<file path="config.mk">
export PLATFORM = sky130hd
export DESIGN_NAME = vga_scanout
export DESIGN_NICKNAME = d
export VERILOG_FILES = /design/src/rtl/vga_pkg.sv /design/src/rtl/vga_timing.sv /design/src/rtl/vga_scanout.sv
export SDC_FILE = /design/constraint.sdc
export NUM_CORES = 1
export LEC_CHECK = 0
export CORE_ASPECT_RATIO = 1.1
export CORE_MARGIN = 3
export CORE_UTILIZATION = 55
export CTS_CLUSTER_DIAMETER = 120
export DETAILED_ROUTE_END_ITERATION = 8
export DONT_BUFFER_PORTS = 1
export GPL_TIMING_DRIVEN = 1
export PLACE_DENSITY = 0.8
export SETUP_SLACK_MARGIN = 0.5
export SYNTH_ARGS = -nofsm -noshare
export SYNTH_HDL_FRONTEND = slang
export SYNTH_HIERARCHICAL = 1
export SYNTH_SLANG_ARGS = --single-unit
</file>
<file path="constraint.sdc">
create_clock -name clk -period 4 [get_ports clk]
set_input_delay 0.4 -clock clk [delete_from_list [all_inputs] [get_ports clk]]
set_output_delay 0.4 -clock clk [all_outputs]
set_load 0.01 [all_outputs]
</file>
<file path="src/rtl/vga_pkg.sv">
`default_nettype none
// ============================================================================
// Module   : vga_pkg
// Purpose  : Shared constants for the VGA scanout block: default 640x480@60
//            timing, derived totals, downscaled frame-buffer width, pipeline
//            latency and the default grayscale colour-index expansion.
// Revision : 1.0 - initial release
// ============================================================================
package vga_pkg;

  // Default horizontal timing in pixel clocks
  localparam int c_h_visible = 640;
  localparam int c_h_fp      = 16;
  localparam int c_h_sync    = 96;
  localparam int c_h_bp      = 48;
  localparam int c_h_total   = c_h_visible + c_h_fp + c_h_sync + c_h_bp;

  // Default vertical timing in lines
  localparam int c_v_visible = 480;
  localparam int c_v_fp      = 10;
  localparam int c_v_sync    = 2;
  localparam int c_v_bp      = 33;
  localparam int c_v_total   = c_v_visible + c_v_fp + c_v_sync + c_v_bp;

  // Default block scaling and stored-line width
  localparam int c_scale_shift = 2;
  localparam int c_fb_width    = c_h_visible >> c_scale_shift;

  // Counter value to pin latency in clocks
  localparam int c_pipe_latency = 3;

  // Replicate the dw-bit index from the MSB down until rw bits are filled,
  // e.g. 2-bit 01 -> 4-bit 0101. Result is right-aligned in 16 bits.
  function automatic logic [15:0] grayscale(input logic [7:0] idx,
                                            input int dw,
                                            input int rw);
    logic [15:0] res;
    logic [7:0]  t;
    res = '0;
    for (int j = 0; j < 16; j++) begin
      if (j < rw) begin
        t   = idx >> (dw - 1 - (j % dw));
        res = {res[14:0], t[0]};
      end
    end
    return res;
  endfunction

endpackage
`default_nettype wire

</file>
<file path="src/rtl/vga_timing.sv">
`default_nettype none
// ============================================================================
// Module   : vga_timing
// Purpose  : Free-running horizontal/vertical counters with raw (undelayed)
//            sync, visible flag, line/frame end strobes and frame_done.
// Revision : 1.0 - initial release
// ============================================================================
module vga_timing
  import vga_pkg::*;
#(
  parameter int H_VISIBLE = c_h_visible,
  parameter int H_FP      = c_h_fp,
  parameter int H_SYNC    = c_h_sync,
  parameter int H_BP      = c_h_bp,
  parameter int V_VISIBLE = c_v_visible,
  parameter int V_FP      = c_v_fp,
  parameter int V_SYNC    = c_v_sync,
  parameter int V_BP      = c_v_bp,
  parameter int H_W       = $clog2(H_VISIBLE + H_FP + H_SYNC + H_BP),
  parameter int V_W       = $clog2(V_VISIBLE + V_FP + V_SYNC + V_BP)
)(
  input  logic           clk,
  input  logic           rst_n,
  output logic [H_W-1:0] o_h_cnt,
  output logic [V_W-1:0] o_v_cnt,
  output logic           o_line_end,
  output logic           o_frame_end,
  output logic           o_visible,
  output logic           o_hsync,
  output logic           o_vsync,
  output logic           o_frame_done
);

  localparam int H_TOTAL = H_VISIBLE + H_FP + H_SYNC + H_BP;
  localparam int V_TOTAL = V_VISIBLE + V_FP + V_SYNC + V_BP;

  localparam logic [H_W-1:0] c_h_last    = H_W'(H_TOTAL - 1);
  localparam logic [H_W-1:0] c_h_vis     = H_W'(H_VISIBLE);
  localparam logic [H_W-1:0] c_hs_start  = H_W'(H_VISIBLE + H_FP);
  localparam logic [H_W-1:0] c_hs_end    = H_W'(H_VISIBLE + H_FP + H_SYNC);
  localparam logic [V_W-1:0] c_v_last    = V_W'(V_TOTAL - 1);
  localparam logic [V_W-1:0] c_v_vis     = V_W'(V_VISIBLE);
  localparam logic [V_W-1:0] c_vs_start  = V_W'(V_VISIBLE + V_FP);
  localparam logic [V_W-1:0] c_vs_end    = V_W'(V_VISIBLE + V_FP + V_SYNC);

  logic [H_W-1:0] r_h_cnt;
  logic [V_W-1:0] r_v_cnt;
  logic           w_line_end;
  logic           w_frame_end;

  assign w_line_end  = (r_h_cnt == c_h_last);
  assign w_frame_end = w_line_end && (r_v_cnt == c_v_last);

  // Pixel counter wraps each line; line counter advances on wrap, wraps per frame
  always_ff @(posedge clk) begin
    if (!rst_n) begin
      r_h_cnt <= '0;
      r_v_cnt <= '0;
    end else if (w_line_end) begin
      r_h_cnt <= '0;
      r_v_cnt <= w_frame_end ? '0 : r_v_cnt + 1'b1;
    end else begin
      r_h_cnt <= r_h_cnt + 1'b1;
    end
  end

  assign o_h_cnt      = r_h_cnt;
  assign o_v_cnt      = r_v_cnt;
  assign o_line_end   = w_line_end;
  assign o_frame_end  = w_frame_end;
  assign o_visible    = (r_h_cnt < c_h_vis) && (r_v_cnt < c_v_vis);
  assign o_hsync      = !((r_h_cnt >= c_hs_start) && (r_h_cnt < c_hs_end));
  assign o_vsync      = !((r_v_cnt >= c_vs_start) && (r_v_cnt < c_vs_end));
  // Undelayed so the frame writer sees blanking start as early as possible
  assign o_frame_done = (r_h_cnt == '0) && (r_v_cnt == c_v_vis);

endmodule
`default_nettype wire

</file>
<file path="src/rtl/vga_scanout.sv">
`default_nettype none
// ============================================================================
// Module   : vga_scanout
// Purpose  : Frame-buffer read-side scanout. Walks the downscaled buffer in
//            step with VGA timing, absorbs the RAM's 1-cycle read latency and
//            drives colour/sync pins with a fixed 3-cycle latency.
//            Optional: VGA_SCANOUT_PALETTE_EN adds a writable palette
//            (pal_we/pal_idx/pal_data); otherwise a fixed grayscale map.
// Revision : 1.0 - initial release
// ============================================================================
module vga_scanout
  import vga_pkg::*;
#(
  parameter int DATA_WIDTH  = 2,
  parameter int ADDR_WIDTH  = 15,
  parameter int SCALE_SHIFT = c_scale_shift,
  parameter int RGB_WIDTH   = 4,
  parameter int H_VISIBLE   = c_h_visible,
  parameter int H_FP        = c_h_fp,
  parameter int H_SYNC      = c_h_sync,
  parameter int H_BP        = c_h_bp,
  parameter int V_VISIBLE   = c_v_visible,
  parameter int V_FP        = c_v_fp,
  parameter int V_SYNC      = c_v_sync,
  parameter int V_BP        = c_v_bp
)(
  input  logic                   clk,
  input  logic                   rst_n,
  input  logic [DATA_WIDTH-1:0]  q,
`ifdef VGA_SCANOUT_PALETTE_EN
  input  logic                   pal_we,
  input  logic [DATA_WIDTH-1:0]  pal_idx,
  input  logic [3*RGB_WIDTH-1:0] pal_data,
`endif
  output logic [ADDR_WIDTH-1:0]  read_addr,
  output logic [RGB_WIDTH-1:0]   vga_r,
  output logic [RGB_WIDTH-1:0]   vga_g,
  output logic [RGB_WIDTH-1:0]   vga_b,
  output logic                   hsync,
  output logic                   vsync,
  output logic                   de,
  output logic                   frame_done
);

  localparam int H_W      = $clog2(H_VISIBLE + H_FP + H_SYNC + H_BP);
  localparam int V_W      = $clog2(V_VISIBLE + V_FP + V_SYNC + V_BP);
  localparam int FB_WIDTH = H_VISIBLE >> SCALE_SHIFT;

  localparam logic [V_W-1:0]        c_blk_mask = V_W'((1 << SCALE_SHIFT) - 1);
  localparam logic [ADDR_WIDTH-1:0] c_fb_step  = ADDR_WIDTH'(FB_WIDTH);

  logic [H_W-1:0]         w_h_cnt;
  logic [V_W-1:0]         w_v_cnt;
  logic                   w_line_end;
  logic                   w_frame_end;
  logic                   w_visible;
  logic                   w_hsync;
  logic                   w_vsync;
  logic [ADDR_WIDTH-1:0]  w_col;
  logic [3*RGB_WIDTH-1:0] w_lut;

  logic [ADDR_WIDTH-1:0]  r_row_base;
  logic [ADDR_WIDTH-1:0]  r_read_addr;
  logic                   r_hs1, r_vs1, r_de1;
  logic                   r_hs2, r_vs2, r_de2;
  logic                   r_hsync, r_vsync, r_de;
  logic [3*RGB_WIDTH-1:0] r_rgb;

  vga_timing #(
    .H_VISIBLE (H_VISIBLE),
    .H_FP      (H_FP),
    .H_SYNC    (H_SYNC),
    .H_BP      (H_BP),
    .V_VISIBLE (V_VISIBLE),
    .V_FP      (V_FP),
    .V_SYNC    (V_SYNC),
    .V_BP      (V_BP),
    .H_W       (H_W),
    .V_W       (V_W)
  ) u_timing (
    .clk          (clk),
    .rst_n        (rst_n),
    .o_h_cnt      (w_h_cnt),
    .o_v_cnt      (w_v_cnt),
    .o_line_end   (w_line_end),
    .o_frame_end  (w_frame_end),
    .o_visible    (w_visible),
    .o_hsync      (w_hsync),
    .o_vsync      (w_vsync),
    .o_frame_done (frame_done)
  );

  assign w_col = ADDR_WIDTH'(w_h_cnt >> SCALE_SHIFT);

  // Row base steps one stored line after the last screen line of each block
  always_ff @(posedge clk) begin
    if (!rst_n) begin
      r_row_base <= '0;
    end else if (w_frame_end) begin
      r_row_base <= '0;
    end else if (w_line_end && ((w_v_cnt & c_blk_mask) == c_blk_mask)) begin
      r_row_base <= r_row_base + c_fb_step;
    end
  end

  // Stage 1: registered RAM address plus sync/de delay
  always_ff @(posedge clk) begin
    if (!rst_n) begin
      r_read_addr <= '0;
      r_hs1       <= 1'b1;
      r_vs1       <= 1'b1;
      r_de1       <= 1'b0;
    end else begin
      r_read_addr <= w_visible ? (r_row_base + w_col) : '0;
      r_hs1       <= w_hsync;
      r_vs1       <= w_vsync;
      r_de1       <= w_visible;
    end
  end

  // Stage 2: sync/de wait while the RAM returns q
  always_ff @(posedge clk) begin
    if (!rst_n) begin
      r_hs2 <= 1'b1;
      r_vs2 <= 1'b1;
      r_de2 <= 1'b0;
    end else begin
      r_hs2 <= r_hs1;
      r_vs2 <= r_vs1;
      r_de2 <= r_de1;
    end
  end

`ifdef VGA_SCANOUT_PALETTE_EN
  logic [3*RGB_WIDTH-1:0] r_pal [2**DATA_WIDTH];

  // Palette register file, reset to the grayscale ramp; lookup reads old entry
  always_ff @(posedge clk) begin
    if (!rst_n) begin
      for (int i = 0; i < 2**DATA_WIDTH; i++) begin
        r_pal[i] <= {3{RGB_WIDTH'(grayscale(8'(i), DATA_WIDTH, RGB_WIDTH))}};
      end
    end else if (pal_we) begin
      r_pal[pal_idx] <= pal_data;
    end
  end

  assign w_lut = r_pal[q];
`else
  assign w_lut = {3{RGB_WIDTH'(grayscale(8'(q), DATA_WIDTH, RGB_WIDTH))}};
`endif

  // Stage 3: colour lookup and aligned pins; colour blanked outside de
  always_ff @(posedge clk) begin
    if (!rst_n) begin
      r_rgb   <= '0;
      r_hsync <= 1'b1;
      r_vsync <= 1'b1;
      r_de    <= 1'b0;
    end else begin
      r_rgb   <= r_de2 ? w_lut : '0;
      r_hsync <= r_hs2;
      r_vsync <= r_vs2;
      r_de    <= r_de2;
    end
  end

  assign read_addr = r_read_addr;
  assign vga_r     = r_rgb[3*RGB_WIDTH-1:2*RGB_WIDTH];
  assign vga_g     = r_rgb[2*RGB_WIDTH-1:RGB_WIDTH];
  assign vga_b     = r_rgb[RGB_WIDTH-1:0];
  assign hsync     = r_hsync;
  assign vsync     = r_vsync;
  assign de        = r_de;

endmodule
`default_nettype wire

</file>
== Word-level counts from Yosys, hierarchy flattened ==
Cells that the tools add are included.

* Add/sub/neg operators: 4
* $lt $le $gt $ge: 6
* Equality and inequality tests: 4
* Muxes and demuxes: 1
* Bitwise gates (word level): 1
* Reductions and logical operators: 13

{| class="wikitable"
|+ Operators by type and width
! operator !! count
|-
| 10-bit by 1-bit adder with 10-bit output (second input constant) || 2
|-
| 10-bit == test (second input constant) || 2
|-
| 10-bit less-than comparator (second input constant) || 2
|-
| 10-bit by 9-bit less-than comparator with 1-bit output (second input constant) || 2
|-
| 15-bit by 8-bit adder with 15-bit output || 1
|-
| 15-bit by 8-bit adder with 15-bit output (second input constant) || 1
|-
| 10-bit by 9-bit == test with 1-bit output (second input constant) || 1
|-
| 10-bit greater-or-equal comparator (second input constant) || 1
|-
| 10-bit by 9-bit greater-or-equal comparator with 1-bit output (second input constant) || 1
|-
| 10-bit zero test || 1
|-
| 10-bit 2-to-1 mux || 1
|-
| 1-bit logical AND || 6
|-
| 2-bit AND reduction || 2
|-
| 2-bit OR reduction || 2
|-
| 2-bit == test (second input constant) || 1
|-
| 1-bit zero test || 2
|-
| 1-bit NOT || 1
|}

* Bits in registers: 71
* Bits of input ports: 4
* Output and inout port bits: 31
* Logic and storage cells: 43

== Logic depth before layout (Yosys ltp) ==
* Word-level depth: 3
* Depth in mapped cells: 11
* Gate-level depth less buffers: 8

== Cells and area by module ==
Netlist, hierarchy kept.

{| class="wikitable"
|+ By module, submodules not included
! module !! times used !! cells each !! area an instance (um^2) !! sequential area each (um^2)
|-
| vga_scanout || 1 || 142 || 1415.1 || 720.7
|-
| vga_timing || 1 || 131 || 1071.0 || 400.4
|}

== Worst setup path after synthesis ==
No wires, ideal clock.

* Kind: register to register
* From: register u_timing.r_h_cnt[7] (netlist: u_timing/o_h_cnt[7])
* To: register r_row_base[11]
* Setup time: 0.128 ns
* Arrival time: 2.111 ns
* Required time: 3.872 ns
* Slack: 1.761 ns
* Cell stages (with the launch flop): 12
* Clock period less this slack: 2.239 ns
* Path through: dfxtp_1 > clkbuf_2 > or3_1 > buf_2 > or3_1 > buf_6 > inv_1 > nand3_1 > buf_2 > nor3_1 > xnor2_1 > nor2_1

* Cells in the longest elaborated chain, start to end: 3
* Elaborated cells between the ends (all ways): 4
* Classes of those cells: eq/ne (1); reduce/logical (3)

{| class="wikitable"
|+ Ends and longest elaborated chain
! what !! line !! source
|-
| start: declaration || vga_timing.sv:46 || <nowiki>logic [H_W-1:0] r_h_cnt;</nowiki>
|-
| start signal: assignment || vga_timing.sv:63 || <nowiki>r_h_cnt <= r_h_cnt + 1'b1;</nowiki>
|-
| 10-bit == test (*) || vga_timing.sv:51 || <nowiki>assign w_line_end = (r_h_cnt == c_h_last);</nowiki>
|-
| net w_line_end || vga_scanout.sv:54 || <nowiki>logic w_line_end;</nowiki>
|-
| 1-bit logical AND || vga_timing.sv:52 || <nowiki>assign w_frame_end = w_line_end && (r_v_cnt == c_v_last);</nowiki>
|-
| 2-bit OR reduction (no source line) || n/a ||
|-
| end signal: assignment || vga_scanout.sv:102 || <nowiki>r_row_base <= r_row_base + c_fb_step;</nowiki>
|-
| end: declaration || vga_scanout.sv:62 || <nowiki>logic [ADDR_WIDTH-1:0] r_row_base;</nowiki>
|}

The timed path passes the listed nets; every way through them passes the cells marked *.
A chain may end at the register's enable or synchronous reset.

== Worst setup path after layout ==
* From: register u_timing.r_h_cnt[0] (netlist: u_timing/o_h_cnt[0])
* To: register r_row_base[9]

Same word-level chain as after synthesis.

==> reports/summary.txt <==
status - finished clean
synthesized instance count - 273
Final ANT Viol Nets - 0
main area contributors after synthesis - dfxtp_1, xnor2_1, nor2_1, ha_1, buf_4
WP data required - 4.23 ns
hold_buf cts - 0
Total Neg Setup Slack - 0 ns
initial drt markers - 79
Hold Crit Depth - 1
die area - 5364 sq um
leakage power - 0.9027 nW
CTS tree - yes
end of the worst register-to-register path - r_row_base[9]
period utilisation layout - 0.6813
synth warn - 6
Slew @ Worst Pin - 0.7757 ns
crit path launch - u_timing/o_h_cnt[0]
cts repair resizes - 0
P per Cell Area - 356.6 nW/um^2
drt wl/cell - 13.31 microns
FP Rows - 25
via count - 1746
pin count of the biggest net entering global routing - 31
All-Layer GR Usage - 0.1645
syn nets - 286
Setup crit end kind - register
Initial Utilization - 0.5759
Tightest Hold Check Type - input pin to register
CP arrival - 2.95 ns
WHS - 0.1685 ns
clk slew on worst S/H paths - 0.09 ns
Placer Congestion - 0.8545
worst vdd ir - 0.1392 mV
Die Wd - 70.11 microns
fin. max-slew vios - 0
Clk Latency, worst-skew pair - 0.30 ns
core outline area - 4317 sq um
setup slack after placement - 1.338 ns
initial antenna violation count - 0
CP Cell Sequence - ha_1, nand4_1, or3_1, inv_1, nand3_1, or3_1, a21oi_1
grt ovf - 0
TritonCTS buffer count - 5
most common cell after layout, fill and taps aside - dfxtp_1
Yosys top cell area share - 0.4509
Worst setup SP type - register
Worst Clk Skew - 0.006775 ns
CTS root buf - clkbuf_8
Layout Nets - 269
RSZ-0062 raised after global routing - no
Vias/cell - 5.614
Bufs on Longest Clock Path - 2
layout cells sized above 1 - 0.04669
Die Y - 76.52 microns
crit path setup slack, layout - 1.275 ns
vias in the first global route - 1564
# fillers - 372
Worst path most repeated cell - or3_1
worst reg2reg path startpoint - u_timing/o_h_cnt[0]
Worst slew margin - 0.4781
placed wire-length estimate - 2.910 mm
Final Hold Fails - 0
critical path class - register to register
Fmax achieved - 0.3670 GHz
CTS H-tree depth - 2
maxcap violations - 0
setup violators final - 0
Worst path slowest cell - or3_1
crit-path leading delay family - simple AND/OR/NAND/NOR gates
buffers added on ports - 0
flop-to-flop setup slack - 1.27 ns
crit path capture - r_row_base[9]
Max FO, Critical Path - 13
Register-to-Register Path Depth - 7
Post-CTS Setup Inserts - 0
Design Power - 893.3 uW
n_diodes - 0
largest area contributor in the netlist - dfxtp_1
Pre-antenna DRT Iters - 4
first-pass GRT wire length - 7.189 mm
Residual DRC - 0
I/O pin count - 35
highest-count cells in the layout ignoring fill and taps - dfxtp_1, nor2_1, xnor2_1
Seq cells post-synth - 56
synthesis-to-finish area growth - 0.7548%
TritonCTS Sinks - 56
Seq/Total Area, Yosys - 0.4509
Crit path largest cell delay - 0.58 ns
Distinct cells, synth - 42
Avg Cell Area, Syn - 9.107 sq um
worst path bufs/invs - 1
Period minus WS final - 2.725 ns
Final Core Density - 0.5803
Stages on worst setup path - 7
synthesized area - 2486 sq um
WL final - 4.140 mm
==> metrics by stage <==
stage	area, sq um	std cells
6_report	2505	311
5_1_grt	2505	311
4_1_cts	2505	311
3_5_place_dp	2411	303
3_3_place_gp	2411	303
2_1_floorplan	2486	273
==> layer usage <==
| metal | GRT usage | wire, microns | up-vias |
|---|---|---|---|
| met5 | 0 | 0 | - |
| met4 | 0.07088 | 74 | 0 |
| met3 | 0.03958 | 243 | 9 |
| met2 | 0.2637 | 1894 | 49 |
| met1 | 0.2095 | 1929 | 799 |
| li1 | - | - | 889 |
==> how the worst min path moves through the flow <==
stage | end | slack [ns] | from
finish | r_vs1 | 0.17 | rst_n
global route | r_vs1 | 0.15 | rst_n
CTS | r_vs1 | 0.16 | rst_n
detailed placement | r_hs2 | 0.39 | r_hs1
global placement | vsync | 0.39 | r_vs2
floorplan | hsync | 0.39 | r_hs2
==> worst register-to-register path, stage by stage (launching register included) <==
cell	delay, ns
dfxtp_1	0.40
ha_1	0.25
nand4_1	0.26
or3_1	0.58
inv_1	0.12
nand3_1	0.38
or3_1	0.49
a21oi_1	0.18
==> sequential cells by signal (all words and copies together), names as in the netlist <==
register	cells
u_timing/o_h_cnt	10
u_timing/o_v_cnt	10
de	1
r_hs1	1
r_vs1	1
r_de1	1
r_de2	1
r_rgb	2
r_hs2	1
r_vs2	1
hsync	1
read_addr	15
vsync	1
r_row_base	10
==> kinds of logic (layout without fill, tap and decap cells) <==
group	count (synthesis)	in the layout	share of synthesized area
buf+inv	35	19	0.07398
simple gates	121	121	0.2687
fa+ha+maj	9	9	0.04832
mux	3	3	0.01208
compound gates	24	24	0.05788
flops	56	56	0.4509
xor+xnor	25	25	0.08807
==> cells in the mapped netlist, drive strengths merged <==
master / number
o21ai: 9
nand2b: 7
o21a: 1
o21bai: 1
nor4b: 2
a211oi: 1
inv: 11
nor2b: 3
o311a: 1
nor4: 8
nor3: 11
xor2: 5
clkbuf: 6
and2: 4
nor4bb: 1
or4: 2
o2111ai: 1
buf: 18
nand3: 12
nor3b: 2
ha: 8
xnor2: 20
nand4: 7
and4: 2
a21oi: 9
and3: 10
nor2: 29
mux2i: 3
o31ai: 1
nand2: 16
or3: 5
dfxtp: 56
fa: 1
==> report_power, final <==
part | switching, mW | leakage [nW] | internal, mW
clock network | 0.169 | 0.0445 | 0.141
logic | 0.00866 | 0.406 | 0.00563
registers | 0.00679 | 0.453 | 0.562
total | 0.185 | 0.903 | 0.708
==> final cells by class <==
class / instances / area, sq um / area share
multi-input cells: 182 / 1181 / 0.4715
flip-flops and latches: 56 / 1121 / 0.4476
clock inverters: 1 / 7.507 / 0.002997
inverters: 11 / 41.29 / 0.01648
well taps: 54 / 67.56 / 0.02697
clock buffers: 7 / 86.33 / 0.03447
(Power assumes the default switching activity.)
